[src/rtl/uart_tx_prescaled_if.sv]
// Parallel-word handshake into the UART transmitter.
interface uart_tx_prescaled_if #(
    parameter int unsigned DATA_BITS = 8
);
    logic [DATA_BITS-1:0] tx_data;
    logic                 tx_valid;
    logic                 tx_ready;

    modport master (output tx_data, output tx_valid, input tx_ready);
    modport slave  (input tx_data, input tx_valid, output tx_ready);
endinterface

[src/rtl/uart_tx_prescaled.sv]
// UART transmitter with an internal bit-period prescaler; all logic runs on fast_clock.
// Frames are start, DATA_BITS data (LSB first), optional parity, STOP_BITS stop bits.
module uart_tx_prescaled #(
    parameter int unsigned CLKS_PER_BIT = 868,
    parameter int unsigned DATA_BITS    = 8,
    parameter int unsigned PARITY_EN    = 0,
    parameter int unsigned PARITY_ODD   = 0,
    parameter int unsigned STOP_BITS    = 1
) (
    input  logic                 fast_clock,
    input  logic                 rst,
    uart_tx_prescaled_if.slave   host,
    output logic                 tx,
    output logic                 tx_busy,
    output logic                 tx_done
);

    if (CLKS_PER_BIT < 2) begin : g_bad_clks
        $error("uart_tx_prescaled: CLKS_PER_BIT must be >= 2");
    end
    if (DATA_BITS < 5 || DATA_BITS > 9) begin : g_bad_data
        $error("uart_tx_prescaled: DATA_BITS must be 5..9");
    end
    if (STOP_BITS < 1 || STOP_BITS > 2) begin : g_bad_stop
        $error("uart_tx_prescaled: STOP_BITS must be 1 or 2");
    end

    localparam int unsigned CNT_W = $clog2(CLKS_PER_BIT);
    localparam int unsigned IDX_W = 4;
    localparam logic [CNT_W-1:0] CNT_LAST  = CNT_W'(CLKS_PER_BIT - 1);
    localparam logic [IDX_W-1:0] DATA_LAST = IDX_W'(DATA_BITS - 1);
    localparam logic [IDX_W-1:0] STOP_LAST = IDX_W'(STOP_BITS - 1);
    localparam logic             PAR_INV   = (PARITY_ODD != 0);

    typedef enum logic [2:0] {
        IDLE,
        START,
        DATA,
        PARITY,
        STOP
    } state_e;

    state_e               state_q, state_d;
    logic [CNT_W-1:0]     cnt_q, cnt_d;
    logic [IDX_W-1:0]     idx_q, idx_d;
    logic [DATA_BITS-1:0] shreg_q, shreg_d;
    logic                 par_q, par_d;
    logic                 tx_q, tx_d;
    logic                 ready_q, ready_d;
    logic                 busy_q, busy_d;
    logic                 done_q, done_d;
    logic                 bit_end;

    assign bit_end = (cnt_q == CNT_LAST);

    always_comb begin
        state_d = state_q;
        cnt_d   = cnt_q;
        idx_d   = idx_q;
        shreg_d = shreg_q;
        par_d   = par_q;
        done_d  = 1'b0;
        tx_d    = 1'b1;

        if (state_q != IDLE) begin
            cnt_d = bit_end ? '0 : cnt_q + 1'b1;
        end

        unique case (state_q)
            IDLE: begin
                if (host.tx_valid && ready_q) begin
                    shreg_d = host.tx_data;
                    par_d   = (^host.tx_data) ^ PAR_INV;
                    cnt_d   = '0;
                    idx_d   = '0;
                    state_d = START;
                end
            end
            START: begin
                if (bit_end) state_d = DATA;
            end
            DATA: begin
                if (bit_end) begin
                    shreg_d = shreg_q >> 1;
                    if (idx_q == DATA_LAST) begin
                        idx_d   = '0;
                        state_d = (PARITY_EN != 0) ? PARITY : STOP;
                    end else begin
                        idx_d = idx_q + 1'b1;
                    end
                end
            end
            PARITY: begin
                if (bit_end) state_d = STOP;
            end
            STOP: begin
                // idx_q is reused to count stop bits
                if (bit_end) begin
                    if (idx_q == STOP_LAST) begin
                        idx_d   = '0;
                        state_d = IDLE;
                        done_d  = 1'b1;
                    end else begin
                        idx_d = idx_q + 1'b1;
                    end
                end
            end
            default: state_d = IDLE;
        endcase

        // Outputs are registered from the next state so each level appears on the edge that enters it
        unique case (state_d)
            START:   tx_d = 1'b0;
            DATA:    tx_d = shreg_d[0];
            PARITY:  tx_d = par_d;
            default: tx_d = 1'b1;
        endcase
    end

    assign ready_d = (state_d == IDLE);
    assign busy_d  = ~ready_d;

    always_ff @(posedge fast_clock) begin
        if (rst) begin
            state_q <= IDLE;
            cnt_q   <= '0;
            idx_q   <= '0;
            shreg_q <= '0;
            par_q   <= 1'b0;
            tx_q    <= 1'b1;
            ready_q <= 1'b1;
            busy_q  <= 1'b0;
            done_q  <= 1'b0;
        end else begin
            state_q <= state_d;
            cnt_q   <= cnt_d;
            idx_q   <= idx_d;
            shreg_q <= shreg_d;
            par_q   <= par_d;
            tx_q    <= tx_d;
            ready_q <= ready_d;
            busy_q  <= busy_d;
            done_q  <= done_d;
        end
    end

    assign host.tx_ready = ready_q;
    assign tx            = tx_q;
    assign tx_busy       = busy_q;
    assign tx_done       = done_q;

endmodule

[src/flat_wrapper.sv]
// flat-port wrapper written by rule: the top's interface ports become plain ports
module uart_tx_prescaled_flat 
#(
    parameter int unsigned CLKS_PER_BIT = 868,
    parameter int unsigned DATA_BITS    = 8,
    parameter int unsigned PARITY_EN    = 0,
    parameter int unsigned PARITY_ODD   = 0,
    parameter int unsigned STOP_BITS    = 1
)
  (fast_clock, rst, tx, tx_busy, tx_done, host_tx_data, host_tx_valid, host_tx_ready);
  uart_tx_prescaled_if #(.DATA_BITS(DATA_BITS)) host_i ();
  input  logic fast_clock;
  input  logic rst;
  output logic tx;
  output logic tx_busy;
  output logic tx_done;
  input wire logic [$bits(host_i.tx_data)-1:0] host_tx_data;
  input wire logic [$bits(host_i.tx_valid)-1:0] host_tx_valid;
  output wire logic [$bits(host_i.tx_ready)-1:0] host_tx_ready;
  assign host_i.tx_data = host_tx_data;
  assign host_i.tx_valid = host_tx_valid;
  assign host_tx_ready = host_i.tx_ready;
  uart_tx_prescaled #(.CLKS_PER_BIT(CLKS_PER_BIT), .DATA_BITS(DATA_BITS), .PARITY_EN(PARITY_EN), .PARITY_ODD(PARITY_ODD), .STOP_BITS(STOP_BITS)) u_core (.fast_clock(fast_clock), .rst(rst), .host(host_i), .tx(tx), .tx_busy(tx_busy), .tx_done(tx_done));
endmodule
[config.mk]
export PLATFORM = sky130hd
export DESIGN_NAME = uart_tx_prescaled_flat
export DESIGN_NICKNAME = d
export VERILOG_FILES = /design/src/rtl/uart_tx_prescaled_if.sv /design/src/rtl/uart_tx_prescaled.sv /design/src/flat_wrapper.sv
export SDC_FILE = /design/constraint.sdc
export NUM_CORES = 1
export LEC_CHECK = 0
export ABC_CLOCK_PERIOD_IN_PS = 2700
export CAP_MARGIN = 25
export CORE_ASPECT_RATIO = 0.75
export CORE_MARGIN = 2
export CORE_UTILIZATION = 56
export CTS_CLUSTER_DIAMETER = 80
export DETAILED_ROUTE_END_ITERATION = 10
export GPL_TIMING_DRIVEN = 0
export PLACE_DENSITY_LB_ADDON = 0.3
export SYNTH_ARGS = -nofsm -noshare
export SYNTH_HDL_FRONTEND = slang
export SYNTH_SLANG_ARGS = --single-unit
export TNS_END_PERCENT = 5
[constraint.sdc]
create_clock -name fast_clock -period 2.7 [get_ports fast_clock]
set_clock_uncertainty 0.05 [all_clocks]
set_input_delay 0.54 -clock fast_clock [delete_from_list [all_inputs] [get_ports fast_clock]]
set_output_delay 0.54 -clock fast_clock [all_outputs]
set_load 0.01 [all_outputs]
Word-level counts from Yosys, hierarchy flattened
Index checks and enable logic that the tools add are counted.
- bits in registers: 30
- input port bits: 11
- output and inout port bits: 4
- logic and storage cells: 63
- add/subtract/negate cells: 2
- eq/ne operators: 12
- muxes and demuxes: 25
- bitwise operators: 3
- reductions and logical operators: 11
- operator list (operator ; number):
    $mux W10 ; 4
    $mux W3 ; 7
    $mux W4 ; 5
    $mux W8 ; 2
    $pmux W8 S2 ; 1
    $pmux W3 S5 ; 1
    $eq A3 B2 Y1 const B ; 4
    $pmux W4 S3 ; 1
    $add A10 B1 Y10 const B ; 1
    $eq A10 B10 Y1 const B ; 1
    $reduce_xor A8 Y1 ; 1
    $eq A3 B1 Y1 const B ; 2
    $logic_not A3 Y1 ; 2
    $ne A2 B1 Y1 const B ; 3
    $reduce_bool A3 Y1 ; 2
    $add A4 B1 Y4 const B ; 1
    $eq A4 B3 Y1 const B ; 1
    $logic_not A4 Y1 ; 1
    $reduce_and A4 Y1 ; 1
    $eq A3 B3 Y1 const B ; 1
    $mux W1 ; 3
    $not A1 Y1 ; 3
    $pmux W1 S3 ; 1
    $reduce_and A3 Y1 ; 1
    other kinds (3) ; 3

Depth between registers and ports, before layout
Gate-level depths: netlist of the first run.
- depth in word-level cells: 6
- mapped depth: 7
- gate-level depth less buffers: 7

Least setup slack after synthesis of the first run
Ideal clock, no wire load.
- kind: register -> register
- start: register u_core.cnt_q[0]
- end: register u_core.tx_q, in the netlist u_core.tx
- library setup time: 0.131 ns
- arrival: 2.038 ns
- required time: 2.519 ns
- setup slack: 0.482 ns
- stages on the path, launching flop included: 7
- buffers on the path: 0
- clock period less this slack: 2.218 ns
- cells stage by stage: dfxtp_1 -> ha_1 -> or3b_4 -> nor4_4 -> mux2_1 -> nor4_1 -> a211oi_2
- cells in the longest elaborated chain, start to end: 5
- elaborated cells on any way between the ends: 12
- classes of those cells: eq/ne (4); mux (8)
- ends and longest elaborated chain (what ; RTL line ; source):
    from (decl) ; uart_tx_prescaled.sv:44 ; logic [CNT_W-1:0] cnt_q, cnt_d;
    from (signal assigned) ; uart_tx_prescaled.sv:136 ; cnt_q <= cnt_d;
    $eq A10 B10 Y1 * ; uart_tx_prescaled.sv:54 ; assign bit_end = (cnt_q == CNT_LAST);
    $mux W3, on equally long branches ; n/a ;
    $pmux W3 S5 ; uart_tx_prescaled.sv:69 ; unique case (state_q)
    $eq A3 B2 Y1 / $eq A3 B1 Y1 (equally long branches) ; uart_tx_prescaled.sv:112 ; unique case (state_d)
    $pmux W1 S3 * ; uart_tx_prescaled.sv:112 ;
    to (signal assigned) ; uart_tx_prescaled.sv:140 ; tx_q <= tx_d;
    to (decl) ; uart_tx_prescaled.sv:48 ; logic tx_q, tx_d;
Mark *: on every way between the ends. The rest lies on a longest branch, timed or not. The select of a mux whose other input is x is not followed.
A chain may end at the register's enable or synchronous reset.

Worst setup path after layout of the first run
Same ends and word-level chain as after synthesis.

==> impl.org, run 1 <==
** Clocking
- Number of buffers added for setup after CTS :: 0
- Clock Root Buffer :: clkbuf_8
- Total clock buffers created by CTS :: 5
- CTS H-tree lvls :: 2
- For the worst-skew pair, the clock arrives at the later sink with an insertion delay of between 0.2 and 0.3 ns.
- After clock tree synthesis, the clock-pin slew on the worst setup and hold paths is 0.06 ns.
- In this run the deepest clock path goes through 2 buffers.
- Clk sinks :: 30
- TritonCTS clock tree :: built
- In this run, post-CTS hold repair placed 0 buffers.
- Number of gates resized after CTS :: 0

** Cells and area
- Proportion of layout cells with a drive suffix above 1 :: 0.09804
- Net count of the finished layout :: 217
- Area of all placed cells without fillers :: ~1900 sq um
- Fill cell count :: between 200 and 250
- Total inserted antenna cells :: 0
- The library cell used most frequently in the layout, excluding fill and tap cells, is dfxtp_1.
- Post-synthesis to final-layout area growth :: 17.55%
- Top library cells by usage in the layout, fill and taps aside :: dfxtp_1, a21oi_1, nand2_1
- For this run, the number of standard cells in the final layout without fillers is 240.
- Utilization of the core after routing :: 0.7008

** Timing
- Final worst path period need :: 2.524 ns
- The max-slew violation total from the final report came to 0.
- After routing, the total negative slack on setup checks comes to 0 ns.
- Relative slew slack :: 0.3831
- Worst-margin pin slew :: 0.9175 ns
- Static timing analysis puts the maximum clock frequency at between 300 and 400 MHz.
- Final hold viol count :: 0
- Final count of negative-setup-slack endpoints :: 0
- Setup repair after global routing left no endpoint under its margin.
- Share of the clock period used by the worst path after layout :: 0.9347

** Worst setup path
- Data required time at the worst endpoint :: 2.82 ns
- STA puts the critical path data arrival time at 2.65 ns.
- FF-to-FF path depth :: 6
- STA classifies the critical path endpoint as a flop.
- The critical path in this run is classified as flop to flop.
- STA classifies the critical path startpoint as a flop.
- The worst register-to-register path has a setup slack of about 0.18 ns.
- Critical path fanouts, max :: 10

** Yosys
- Synthesis inferred 30 register bits.
- Nets in the synthesized netlist :: 196
- Average size of a mapped cell :: between 8 and 9 sq um
- For this run, the leading register cell type out of synthesis is dfxtp_1.
- The Yosys step of the flow raised 0 warnings.
- Fraction of the yosys area taken by sequential cells :: 0.3813
- The synthesized netlist contains 48 unique library cells.
- Counting every instance in the synthesized netlist gives about 180.
- After synthesis the cells add up to 1575 sq um.
- FFs w/ async S/R, synth :: 0
- Counting flops with a built-in enable in the synthesized netlist gives 0.

** Placement
- Final Wtd Congestion :: a little under 0.9
- Quantity of I/O buffers inserted on ports :: 14
- Area after detailed placement :: between 1500 and 2000 sq um
- The wire-length estimate of the detail-placed layout is between 2000 and 3000 um.
- Number of cells in the design after placement :: 232

** Detailed routing
- Dividing the detail-routed wire length by the instance count gives around 15 um.
- The routed layout has 1491 vias.
- The detail route stage leaves a number of antenna-violating nets equal to 0.
- Post-route DRC :: 0
- After detailed routing, the number of vias per cell comes to 6.213.
- Detailed-routing iteration count for the pre-antenna-repair pass :: 5
- The detailed router finished its first iteration with between 100 and 150 violations.
- Routed WL :: between 3000 and 4000 um

** Pwr
- The share of total power dissipated in combinational logic is 0.200.
- Internal power :: 768.7 uW
- Static power due to leakage :: 0.6498 nW
- Of the total power, the share spent switching nets is 0.2905.
- Final total power :: 1.083 mW
- Switching power total :: roughly 310 uW
- For this design the ratio of total power to cell area is 585.0 nW/um^2.
- Across the VDD grid, the largest voltage drop is just under 0.4 mV.
- Of the total power, registers draw 0.451.
- Fraction of power consumed by the clock network :: 0.349

** Die
- Die Wd :: 65.24 um
- Number of placement rows :: 16
- The floorplan step set the die height to between 40 and 50 um.
- The floorplan step defined a die boundary enclosing 3257 sq um.
- The region available for standard cell placement spans between 2000 and 3000 sq um.
- Boundary Pins :: 15
- For this configuration, the core starts out at a cell density of 0.5961.

** GRT
- The initial antenna violation count came to 0.
- Global-route wire length before repair :: between 6000 and 7000 um
- GRT Util Overall :: 0.2558
- Entering global routing, the biggest net connects 11 pins.
- Number of global-route vias before repair :: between 1000 and 1500
- Summed over all layers, the global routing overflow is 0.

** Worst hold path
- Type of the tightest min-delay check :: flop to flop
- Worst hold stages :: 2

** Outcome
- The run finished with clean final reports.

** Run
- Max capacitance violation total :: 0
==> critical path: stages (launching register included) <==
cell	delay, ns
dfxtp_1	0.37
ha_1	0.23
or3b_4	0.45
nor4_4	0.54
mux2_1	0.38
nor4_1	0.32
a211oi_2	0.06
==> power by group through the flow <==
stage | logic [mW] | clock network, mW | registers (mW)
2_1_floorplan | 0.140 | 0 | 0.498
3_3_place_gp | 0.207 | 0 | 0.496
3_5_place_dp | 0.210 | 0 | 0.497
4_1_cts | 0.212 | 0.378 | 0.488
5_1_grt | 0.239 | 0.398 | 0.491
6_report | 0.216 | 0.379 | 0.488
==> cells by family (layout without fill, tap and decap cells) <==
kind of cell    count (synthesis)  count (layout)  synth area share
compound gates                 55              55            0.2272
xor+xnor                        8               8           0.04448
fa+ha+maj                       3               3           0.02383
buf+inv                         8              30           0.01906
flops                          30              30            0.3813
mux                             2               2           0.01350
simple gates                   76              76            0.2907
==> synthesized netlist by cell type, types with 2 or more instances <==
cell type / n / area, sq um
inv_1: 4 / 15.01
nor3_1: 3 / 15.01
nor4_1: 4 / 25.02
o21ai_0: 5 / 25.02
ha_1: 3 / 37.54
nand2b_1: 2 / 12.51
o21a_1: 3 / 22.52
nand3_1: 8 / 40.04
or3_1: 2 / 12.51
a311oi_1: 3 / 26.28
and3_1: 2 / 12.51
a21oi_1: 21 / 105.1
a21o_1: 2 / 15.01
nand2_1: 18 / 67.56
or3b_2: 2 / 17.52
nor3b_1: 3 / 22.52
dfxtp_1: 30 / 600.6
clkbuf_1: 4 / 15.01
xnor2_1: 7 / 61.31
nand3b_1: 3 / 22.52
nor2_1: 16 / 60.06
a22oi_1: 8 / 60.06
a31oi_1: 4 / 25.02
==> worst paths after layout <==
check / start / end
worst max-delay path: u_core.cnt_q[0] / u_core.tx
worst min-delay path: u_core.shreg_q[5] / u_core.shreg_q[5]
worst max register to register: u_core.cnt_q[0] / u_core.tx
worst min register to register: u_core.shreg_q[5] / u_core.shreg_q[5]
==> metal layers <==
| layer | share of wire | up-vias | wire length (um) | track usage |
|---|---|---|---|---|
| met1 | 0.47 | 690 | 1720 | 0.3447 |
| met2 | 0.43 | 63 | 1578 | 0.3588 |
| li1 | - | 720 | - | - |
| met4 | 0.035 | 0 | 129 | 0.1458 |
| met5 | 0 | - | 0 | 0 |
| met3 | 0.070 | 18 | 260 | 0.07991 |
==> through the flow <==
step / hold WS (ns) / setup slack, ns
3_5_place_dp: 0.4039 / 0.2076
6_report: 0.4082 / 0.1762
3_3_place_gp: 0.3839 / 0.3003
2_1_floorplan: 0.3778 / 0.4818
5_1_grt: 0.4335 / 0.02280
4_1_cts: 0.4119 / 0.1965
==> area by class of cell <==
type	instances	area, sq um	share of cell area
Sequential cell	30	600.6	0.3243
Clock buffer	7	86.33	0.04662
Tap cell	36	45.04	0.02432
Timing Repair Buffer	14	140.1	0.07568
Buffer	4	15.01	0.008108
Inverter	4	15.01	0.008108
Multi-Input combinational cell	144	944.7	0.5101
Clock inverter	1	5.005	0.002703
==> sequential cells by signal, indices dropped and copies added (netlist names) <==
name                  flops
u_core.host.tx_ready      1
u_core.tx                 1
u_core.tx_busy            1
u_core.tx_done            1
u_core.cnt_q             10
u_core.par_q              1
u_core.shreg_q            8
u_core.state_q            3
u_core.idx_q              4
No activity file was read; power rests on OpenSTA's default activity.
==> inputs of run 2 (changes only) <==
--- a/config.mk
+++ b/config.mk
@@ -5,11 +5,11 @@
 export SDC_FILE = /design/constraint.sdc
 export NUM_CORES = 1
 export LEC_CHECK = 0
-export ABC_CLOCK_PERIOD_IN_PS = 2700
+export ABC_CLOCK_PERIOD_IN_PS = 3250
 export CAP_MARGIN = 25
 export CORE_ASPECT_RATIO = 0.75
 export CORE_MARGIN = 2
-export CORE_UTILIZATION = 56
+export CORE_UTILIZATION = 60
 export CTS_CLUSTER_DIAMETER = 80
 export DETAILED_ROUTE_END_ITERATION = 10
 export GPL_TIMING_DRIVEN = 0
==> constraint.sdc (replaced) <==
create_clock -name fast_clock -period 3.25 [get_ports fast_clock]
set_clock_uncertainty 0.05 [all_clocks]
set_input_delay 0.65 -clock fast_clock [delete_from_list [all_inputs] [get_ports fast_clock]]
set_output_delay 0.65 -clock fast_clock [all_outputs]
set_load 0.01 [all_outputs]
==> run 2 against run 1 <==
  * Total power is 24% lower
  * Sequential power fell by 17%
  * Register-to-register slack gained 0.61 ns
  * Wire length up 0.19%
  * Largest power group unchanged
==> impl.org, run 2 (synthesis results as in run 1) <==
** Worst setup path
- CP Cell Sequence :: ha_1 -> or3b_4 -> nor4_4 -> mux2_1 -> nor4_1 -> a211oi_2
- Data required time at the worst endpoint :: 3.43 ns
- In this design, the largest share of critical-path delay is due to simple AND/OR/NAND/NOR gates.
- The largest individual stage delay along the critical path comes from the cell nor4_4.
- Data arrives at the worst endpoint at 2.64 ns.
- Across all register-to-register paths, the minimum setup slack is 0.79 ns.
- The worst register-to-register path ends at u_core.tx.
- R2R Path Start :: u_core.cnt_q[0]
- Of all nets on the critical path, the largest fanout is 10.
- Critical path buffer and inverter count :: 0
- Counting cells, the worst reg-to-reg path comes to 6.
- Kind of end point of the critical path :: flop
- Startpoint type of the worst setup path :: flop
- Type of the setup path with the least slack :: flop to flop
- Slowest Stage Delay on Critical Path :: 0.52 ns

** Pwr
- Worst voltage drop across the vdd grid :: between 0.2 and 0.3 mV
- In this run the static leakage power is between 0.6 and 0.7 nW.
- Power Dens Cells :: 451.2 nW/um^2

** GRT
- Largest net degree at the start of global routing :: 11
- The initial antenna violation count came to 0.
- GRT Util Overall :: 0.2709
- Number of global-route vias before repair :: 1311
- Global-route wire length before repair :: 6361 um
- Summed over all layers, the global routing overflow is 0.

** Detailed routing
- Post-route DRC :: 0
- Via count normalized by instance count :: 6.142
- Before antenna repair, the detailed router went through 4 iterations.
- The routed layout has between 1000 and 1500 vias.
- Starting DRC count in detailed routing :: around 160
- Detailed-route wire length per cell :: 15.40 um
- Summed over all layers, the routed wires come to between 3000 and 4000 um.
- The detail route stage leaves a number of antenna-violating nets equal to 0.

** Timing
- Fin. max-slew vios :: 0
- Share of the clock period used by the worst path after layout :: 0.7575
- The clock period could shrink to between 2 and 2.5 ns.
- Final-layout setup total negative slack :: 0 ns
- Final count of negative-setup-slack endpoints :: 0
- Worst-margin pin slew :: 0.8723 ns
- Relative slew slack :: 0.4131
- Across all hold checks on the routed design, the worst slack comes to around 0.41 ns.
- Setup slack closes at 0.7881 ns.
- The final hold violation count came to 0.
- Setup repair after global routing left no endpoint under its margin.
- Peak Freq :: between 400 and 500 MHz

** Worst hold path
- In this run the worst hold path is classified as flop to flop.
- In this run the most critical hold path is launched from u_core.shreg_q[2].
- Worst hold stages :: 2
- For hold timing, the worst endpoint is u_core.shreg_q[2].

** Placement
- Area after detailed placement :: between 1500 and 2000 sq um
- HPWL after detailed placement :: 2734 um
- Place WS :: between 0.7 and 0.8 ns
- During placement, the flow inserted port buffers numbering 14.
- At the end of routability-driven placement, the weighted congestion stood at roughly 0.88.

** Cells and area
- At the end of the flow the core is filled with cells to 0.7160.
- In the final layout, flip-flops and latches occupy between 600 and 700 sq um.
- Counting the fill cells in the layout gives 200.
- The largest registers in the layout are u_core.cnt_q (10), u_core.shreg_q (8), u_core.idx_q (4).
- Proportion of layout cells with a drive suffix above 1 :: 0.09804
- The number of antenna diodes in the final layout is 0.
- From synthesis to final layout, the design area changed by 15.57%.
- Net count of the finished layout :: 217
- Ranked by flip-flop count, first place goes to u_core.cnt_q.
- Number of flip-flops in the largest register :: 10
- In the final layout, the multi-input gates occupy about 940 sq um.
- Top library cells by usage in the layout, fill and taps aside :: dfxtp_1, a21oi_1, nand2_1
- Most common cell after layout, fill and taps aside :: dfxtp_1
- Area of all placed cells without fillers :: around 1800 sq um

** Clocking
- After clock tree synthesis, the clock-pin slew on the worst setup and hold paths is ~0.1 ns.
- Clock latency on the worst-skew pair, taken at its later pin, is roughly 0.34 ns.
- Buffer levels on the longest clock path :: 2
- The tree is rooted in a clkbuf_4.
- TritonCTS clock tree :: built
- Number of buffers added for setup after CTS :: 0
- Clk sinks :: 30
- CTS H-tree lvls :: 2
- Number of gates resized after CTS :: 0
- The number of hold buffers added after CTS was 0.
- TritonCTS created 5 clock buffers.

** Die
- The die is roughly 48 um tall.
- The core region is 2542 sq um.
- The floorplan step set the die width to roughly 63 um.
- The die covers between 3000 and 4000 sq um.
- Boundary Pins :: 15
- The initial utilization of the core area, before any placement, comes to 0.6196.
- Number of placement rows :: 16

** Outcome
- Result of the run :: complete, no violations

** Run
- Max capacitance violation total :: 0
-- run 2: cell counts in the layout (fill, tap and decap cells not counted) --
Identical to the previous run, type by type.
-- run 2: report_power, final --
group	internal, mW	switching, mW	total (mW)	leakage (nW)
sequential	0.390	0.0156	0.406	0.244
combinational	0.0778	0.104	0.182	0.357
clock	0.105	0.129	0.234	0.0353
-- run 2: through the flow --
step / power [mW] / cells
final: 0.8215 / 240
after global placement: 0.5835 / 232
after detailed placement: 0.5926 / 232
after global routing: 0.8605 / 240
after CTS: 0.8236 / 240
after floorplan: 0.5301 / 182
-- run 2: cell type report --
cell class / instances / share of cell area
timing repair buffer: 14 / 0.07698
clock inverter: 1 / 0.002749
inverter: 4 / 0.008247
tap: 36 / 0.02474
buffer: 4 / 0.008247
sequential: 30 / 0.3299
multi-input combinational: 144 / 0.5189
clock buffer: 7 / 0.03024
-- run 2: worst max-delay path by stage --
stage / slack, ns / to / startpoint / cells after the start
6_report: 0.79 / u_core.tx / u_core.cnt_q[0] / 6
5_1_grt: 0.65 / u_core.tx / u_core.cnt_q[0] / 6
4_1_cts: 0.79 / u_core.tx / u_core.cnt_q[0] / 6
3_5_place_dp: 0.75 / u_core.tx / host_tx_valid / 6
3_3_place_gp: 0.74 / u_core.tx / host_tx_valid / 6
2_1_floorplan: 1.03 / u_core.tx / u_core.cnt_q[0] / 6
-- run 2: per-layer routing --
layer / vias up / track usage / part of all wire
li1: 722 / - / -
met1: 688 / 0.3627 / 0.45
met4: 0 / 0.1259 / 0.017
met2: 57 / 0.4131 / 0.46
met5: - / 0 / 0
met3: 7 / 0.06744 / 0.075
-- run 2: worst min-delay path: stages (launching register included) --
cell     delay, ns
dfxtp_1       0.32
nand2_1       0.05
a21oi_1       0.05
